## config.mk

```make
export PLATFORM = sky130hd
export DESIGN_NAME = section_channel_scheduler
export DESIGN_NICKNAME = d
export VERILOG_FILES = /design/src/rtl/section_channel_scheduler_pkg.sv /design/src/rtl/section_channel_scheduler_tag_fifo.sv /design/src/rtl/section_channel_scheduler.sv
export SDC_FILE = /design/constraint.sdc
export NUM_CORES = 1
export LEC_CHECK = 0
export ABC_CLOCK_PERIOD_IN_PS = 1940
export CAP_MARGIN = 10
export CELL_PAD_IN_SITES_DETAIL_PLACEMENT = 2
export CELL_PAD_IN_SITES_GLOBAL_PLACEMENT = 2
export CORE_MARGIN = 2
export CORE_UTILIZATION = 23
export CTS_BUF_LIST = sky130_fd_sc_hd__clkbuf_4 sky130_fd_sc_hd__clkbuf_8
export CTS_CLUSTER_DIAMETER = 120
export DETAILED_ROUTE_END_ITERATION = 8
export HOLD_SLACK_MARGIN = 0.1
export PLACE_DENSITY_LB_ADDON = 0.1
export SKIP_CTS_REPAIR_TIMING = 1
export SLEW_MARGIN = 15
export SYNTH_ARGS = -nofsm -noshare
export SYNTH_HDL_FRONTEND = slang
export SYNTH_HIERARCHICAL = 1
export SYNTH_SLANG_ARGS = --single-unit
export TNS_END_PERCENT = 5
```

## constraint.sdc

```tcl
create_clock -name clk -period 1.94 [get_ports clk]
set_input_delay 0.194 -clock clk [delete_from_list [all_inputs] [get_ports clk]]
set_output_delay 0.194 -clock clk [all_outputs]
set_load 0.05 [all_outputs]
```

## src/rtl/section_channel_scheduler_pkg.sv

```systemverilog
// Shared encodings for the section channel scheduler: channel tags and FSM states.
package section_channel_scheduler_pkg;

   localparam logic TAG_L = 1'b0;
   localparam logic TAG_R = 1'b1;

   typedef enum logic [1:0] {
      ST_IDLE    = 2'd0,
      ST_GRANT_L = 2'd1,
      ST_GRANT_R = 2'd2
   } state_t;

endpackage

```

## src/rtl/section_channel_scheduler_tag_fifo.sv

```systemverilog
// In-order FIFO of 1-bit channel tags, one entry per section in flight in the engine.
module section_tag_fifo #(
   parameter int depth = 2
) (
   input  logic clk,
   input  logic reset,
   input  logic push,
   input  logic push_tag,
   input  logic pop,
   output logic head_tag,
   output logic full,
   output logic empty
);

   localparam int PW = (depth > 1) ? $clog2(depth) : 1;
   localparam int NW = $clog2(depth + 1);
   localparam logic [PW-1:0] LAST_SLOT = PW'(depth - 1);

   logic [depth-1:0] slots;
   logic [PW-1:0]    wr_ptr;
   logic [PW-1:0]    rd_ptr;
   logic [NW-1:0]    count;
   logic             do_push;
   logic             do_pop;

   assign full     = (count == NW'(depth));
   assign empty    = (count == '0);
   assign do_push  = push && !full;
   assign do_pop   = pop && !empty;
   assign head_tag = slots[rd_ptr];

   // Pointer, storage and occupancy update; push and pop may happen in the same cycle.
   always_ff @(posedge clk or negedge reset) begin
      if (!reset) begin
         slots  <= '0;
         wr_ptr <= '0;
         rd_ptr <= '0;
         count  <= '0;
      end else begin
         if (do_push) begin
            slots[wr_ptr] <= push_tag;
            wr_ptr        <= (wr_ptr == LAST_SLOT) ? '0 : wr_ptr + PW'(1);
         end
         if (do_pop) begin
            rd_ptr <= (rd_ptr == LAST_SLOT) ? '0 : rd_ptr + PW'(1);
         end
         count <= count + NW'(do_push) - NW'(do_pop);
      end
   end

endmodule

```

## src/rtl/section_channel_scheduler.sv

```systemverilog
// Time-shares one section engine between left and right streams, one whole section per grant,
// and steers engine results back to per-channel level registers through a tag FIFO.
module section_channel_scheduler
   import section_channel_scheduler_pkg::*;
#(
   parameter int width        = 16,
   parameter int sample_count = 3,
   parameter int tag_depth    = 2
) (
   input  logic             clk,
   input  logic             reset,
   input  logic             l_valid,
   output logic             l_ready,
   input  logic [width-1:0] l_value,
   input  logic             r_valid,
   output logic             r_ready,
   input  logic [width-1:0] r_value,
   output logic             eng_valid,
   input  logic             eng_ready,
   output logic [width-1:0] eng_value,
   input  logic             eng_res_valid,
   output logic             eng_res_ready,
   input  logic [width-1:0] eng_res_value,
   output logic [width-1:0] l_level,
   output logic             l_level_valid,
   output logic [width-1:0] r_level,
   output logic             r_level_valid,
   output logic             error
);

   localparam int CW = (sample_count > 1) ? $clog2(sample_count) : 1;
   localparam logic [CW-1:0] LAST_BEAT = CW'(sample_count - 1);

   state_t        state;
   logic [CW-1:0] beat_cnt;
   logic          last_grant;
   logic          tag_full;
   logic          tag_empty;
   logic          head_tag;
   logic          push;
   logic          push_tag;
   logic          pop;
   logic          beat;

   section_tag_fifo #(
      .depth(tag_depth)
   ) u_tag_fifo (
      .clk     (clk),
      .reset   (reset),
      .push    (push),
      .push_tag(push_tag),
      .pop     (pop),
      .head_tag(head_tag),
      .full    (tag_full),
      .empty   (tag_empty)
   );

   assign eng_res_ready = !tag_empty;
   assign pop           = eng_res_valid && !tag_empty;

   // Arbitration in IDLE: a lone requester wins, a tie goes to the channel not granted last time.
   always_comb begin
      push     = 1'b0;
      push_tag = TAG_L;
      if (state == ST_IDLE && !tag_full) begin
         if (l_valid && r_valid) begin
            push     = 1'b1;
            push_tag = (last_grant == TAG_L) ? TAG_R : TAG_L;
         end else if (l_valid) begin
            push     = 1'b1;
            push_tag = TAG_L;
         end else if (r_valid) begin
            push     = 1'b1;
            push_tag = TAG_R;
         end
      end
   end

   // Zero-latency pass-through of the granted channel to the engine.
   always_comb begin
      l_ready   = 1'b0;
      r_ready   = 1'b0;
      eng_valid = 1'b0;
      eng_value = '0;
      beat      = 1'b0;
      case (state)
         ST_GRANT_L: begin
            eng_valid = l_valid;
            eng_value = l_value;
            l_ready   = eng_ready;
            beat      = l_valid && eng_ready;
         end
         ST_GRANT_R: begin
            eng_valid = r_valid;
            eng_value = r_value;
            r_ready   = eng_ready;
            beat      = r_valid && eng_ready;
         end
         default: ;
      endcase
   end

   // Grant FSM: enter a grant from IDLE, count beats, return to IDLE after the last beat.
   always_ff @(posedge clk or negedge reset) begin
      if (!reset) begin
         state      <= ST_IDLE;
         beat_cnt   <= '0;
         last_grant <= TAG_R;
      end else begin
         case (state)
            ST_IDLE: begin
               if (push) begin
                  state      <= (push_tag == TAG_L) ? ST_GRANT_L : ST_GRANT_R;
                  beat_cnt   <= '0;
                  last_grant <= push_tag;
               end
            end
            ST_GRANT_L, ST_GRANT_R: begin
               if (beat) begin
                  if (beat_cnt == LAST_BEAT) begin
                     state <= ST_IDLE;
                  end else begin
                     beat_cnt <= beat_cnt + CW'(1);
                  end
               end
            end
            default: state <= ST_IDLE;
         endcase
      end
   end

   // Result steering: the head tag picks the level register; results with no tag raise a sticky error.
   always_ff @(posedge clk or negedge reset) begin
      if (!reset) begin
         l_level       <= '0;
         r_level       <= '0;
         l_level_valid <= 1'b0;
         r_level_valid <= 1'b0;
         error         <= 1'b0;
      end else begin
         l_level_valid <= 1'b0;
         r_level_valid <= 1'b0;
         if (pop) begin
            if (head_tag == TAG_L) begin
               l_level       <= eng_res_value;
               l_level_valid <= 1'b1;
            end else begin
               r_level       <= eng_res_value;
               r_level_valid <= 1'b1;
            end
         end
         if (eng_res_valid && tag_empty) begin
            error <= 1'b1;
         end
      end
   end

endmodule

```

==> results.txt <==
----------------------------------------------------
[CTS]
  Clock sink count ... 46
  Clock slew seen by the registers of the worst setup and hold paths ... 0.08 ns
  Root Buffer Master ... clkbuf_8
  Clock buffer count from CTS ... 5
  Clock latency at the later pin of the worst-skew pair ... 0.30 ns
  Maximum clock insertion buffer count ... 2
  CTS H-Tree Depth ... 2
  CTS tree ... built

[Timing]
  Number of hold violations in the final report ... 0
  Post-route clock period utilization ... 95.5%
  Setup repair after global routing missed its margin ... true
  Achievable Freq ... 540 MHz
  Slew at the pin with the worst max-slew slack ... 0.756 ns
  Total of endpoints with negative setup slack in the final report ... 0
  Maximum clock skew at final layout ... 0.00837 ns
  Worst hold slack across all endpoints ... 0.475 ns
  Normalized max-slew margin ... 49.6%
  Final critical-path required period ... 1.85 ns
  Final max-slew violation count ... 0

[Route]
  Vias ... 1940
  Post-detailed-routing wire length ... 7.14 mm
  Number of vias per cell after detailed routing ... 4.39
  Drt first pass iters ... 3
  Initial DRC count ... 6
  Mean routed wirelength per cell ... 16.2 um
  Residual DRC ... 0
  Number of antenna-violating nets in the routed design ... 0

[Finish]
  Nets ... 369
  Antenna fix cells ... 0
  Area used by multi-input combinational logic ... 1090 um2
  Commonest non-fill, non-tap cells in the layout ... 87 x clkdlybuf4s50_1, 45 x dfrtp_1, 33 x mux2_2
  FILL cells ... 1038
  Most common cell after layout, fill and taps aside ... clkdlybuf4s50_1
  Area delta synth->final ... 78.6%
  Sequential standard cell area ... 1150 um2
  Layout Cell Area excl Fill ... 4020 um2
  Ratio of cells with drive above 1 in the final layout ... 34.6%

[Die]
  Horizontal die dimension ... 103 um
  Area of the placeable core ... 9640 um2
  Number of placed I/O pins ... 109
  Initial Util ... 23.3%
  Floorplan die area ... 10600 um2
  Cell Rows ... 36
  Vertical die dimension ... 103 um

[Yosys]
  Largest area contributor in the netlist ... dfrtp_1
  Number of instances in the synthesized netlist ... 182
  Syn_area_per_cell ... 12.4 um2
  Largest cells by area after synthesis ... dfrtp_1 50%, mux2_2 17%, a22oi_1 5.7%
  Post-synthesis register bit count ... 46
  Main flop type after synthesis ... dfrtp_1
  Sequential share of the synthesized area ... 51.3%
  Area of the mapped netlist ... 2250 um2
  Number of flops mapped to enable cells by yosys ... 0
  Share of Yosys cell area claimed by the top area cell type ... 50.1%
  Net count of the mapped netlist ... 243
  Async set or reset register ratio after synthesis ... 100%
  Number of distinct library cells after synthesis ... 37
  Yosys warning count ... 6

[Power and ir drop]
  Part of the total power dissipated in sequential elements ... 23.2%
  Switching power total ... 3.30 mW
  Portion of total power attributed to combinational logic ... 66.7%
  Power per standard cell area ... 1790 nW/um2
  Cell leakage power ... 1.65 nW
  Peak VDD IR ... 1.10 mV
  Int Pwr ... 3.90 mW
  Clock group share of total power ... 10.1%
  Proportion of total power due to net switching ... 45.9%

[GRT]
  Gr usage total ... 13.3%
  Pin count of the biggest net entering global routing ... 34
  Number of global-route vias before repair ... 2162
  Congestion Overflow GR ... 0
  Wire length of the first global-routing pass ... 10.8 mm
  Number of antenna violations at the first check in global routing ... 0

[Setup path]
  Worst-path fanout max ... 8
  Kind of capture point of the worst setup path ... output pin
  Reg2Reg Launch Point ... u_tag_fifo/count[1]
  Depth of the worst register-to-register path ... 8
  Reg2reg setup slack ... 0.11 ns
  Type of the worst setup path ... reg -> out
  Arrival time worst endpoint ... 1.66 ns
  Kind of cell with the highest combined delay on the critical path ... buffers and inverters
  Type of origin of the critical path ... flop
  R2r endpoint ... u_tag_fifo/count[1]
  Longest individual stage delay on the worst path ... 0.41 ns
  Cells along the critical path ... inv_2, buf_4, ha_4, buf_6, a22oi_1, nor2b_1, buf_12
  Worst EP required ... 1.75 ns
  Buffers & Inverters on Critical Path ... 4
  Slowest stage cell on the critical path ... dfrtp_1

[Worst hold path]
  Path type of the worst min-delay path ... reg -> reg
  Endpoint with the worst hold slack ... error
  Count of cells along the worst hold path ... 1
  Launch point of the worst hold path ... error

[Placement]
  Area of placed instances ... 3770 um2
  Detailed placer's ending HPWL ... 5.57 mm
  Total of buffers placed on input and output ports ... 108
  Weighted congestion at the end of routability-driven global placement ... 0.791

[Job]
  Maximum capacitance violations ... 0

[Run status]
  Result of the run ... complete, no violations

----------------------------------------------------
-- worst register-to-register path, stage by stage, from the launching register on --
cell and delay [ns]:
dfrtp_1 0.44, nor2_1 0.28, nor2b_4 0.08, nor2b_2 0.18, ha_1 0.27, inv_1 0.04, ha_2 0.18, xnor2_2 0.14
xnor2_1 0.12
-- cells in the mapped netlist, types with 2 or more instances --
| master | instances |
|---|---|
| dfrtp_1 | 45 |
| mux2_2 | 33 |
| nor2b_1 | 18 |
| a22oi_1 | 17 |
| inv_1 | 9 |
| ha_1 | 7 |
| nand2_1 | 5 |
| a21oi_1 | 4 |
| buf_6 | 3 |
| clkbuf_1 | 3 |
| nand3_1 | 3 |
| nor2_1 | 3 |
| xnor2_1 | 3 |
| and2_1 | 2 |
| buf_2 | 2 |
| mux2_1 | 2 |
| nor2b_4 | 2 |
| o21ai_1 | 2 |
-- cells by family (layout without fill, tap and decap cells) --
logic type | after synthesis | after routing | share of synthesized area, %
compound gates | 27 | 27 | 8.40
simple gates | 43 | 43 | 12.1
mux | 37 | 37 | 18.6
fa+ha+maj | 7 | 7 | 3.90
xor+xnor | 4 | 4 | 1.56
flops | 46 | 46 | 51.3
buf+inv | 18 | 145 | 4.12
-- stage by stage --
stage	TNS (ns)	utilization, %	std cells	setup slack [ns]	power [mW]
detailed placement	-0.105	39.2	431	-0.105	6.34
floorplan	-0.904	-	182	-0.100	4.53
finish	0	41.7	442	0.0872	7.20
global route	-0.210	41.7	442	-0.0326	7.63
CTS	-1.50	40.3	439	-0.114	7.10
global placement	0	39.2	431	0.0382	6.24
-- power groups by stage --
stage / clock network, mW / registers [mW] / logic, mW
finish: 0.726 / 1.67 / 4.80
global route: 0.788 / 1.74 / 5.10
CTS: 0.757 / 1.68 / 4.66
detailed placement: 0 / 1.69 / 4.65
global placement: 0 / 1.66 / 4.58
floorplan: 0 / 2.90 / 1.62
-- state kept, by name (all words and copies together) (netlist names), 2 cells and up --
signal / count
state: 2
l_level: 16
u_tag_fifo/slots: 2
beat_cnt: 2
u_tag_fifo/count: 2
r_level: 16
-- metal layers --
metal	global-route usage (%)	share of wire [%]	up-vias
met3	4.20	9.5	6
met5	0	0	-
met2	23.2	48	86
li1	-	-	888
met4	3.64	0.83	0
met1	15.8	41	960
-- cell type report --
cell class                      instances  share of cell area (%)
Tap cell                              133                    4.14
Inverter                                9                   0.841
Multi-Input combinational cell        118                    27.1
Clock inverter                          2                   0.935
Sequential cell                        46                    28.7
Clock buffer                            6                    1.90
Timing Repair Buffer                  128                    36.4
-- worst max-delay path by stage --
stage	start	to	slack (ns)	depth (start not counted)
after floorplan	state[0]	eng_value[0]	-0.10	6
after global placement	r_valid	u_tag_fifo/count[1]	0.04	9
after detailed placement	r_valid	u_tag_fifo/count[1]	-0.11	9
after CTS	state[0]	eng_value[9]	-0.11	7
after global routing	state[0]	eng_value[11]	-0.03	7
final	state[0]	eng_value[10]	0.09	7
Note: power is estimated with default switching activity, not from simulation.
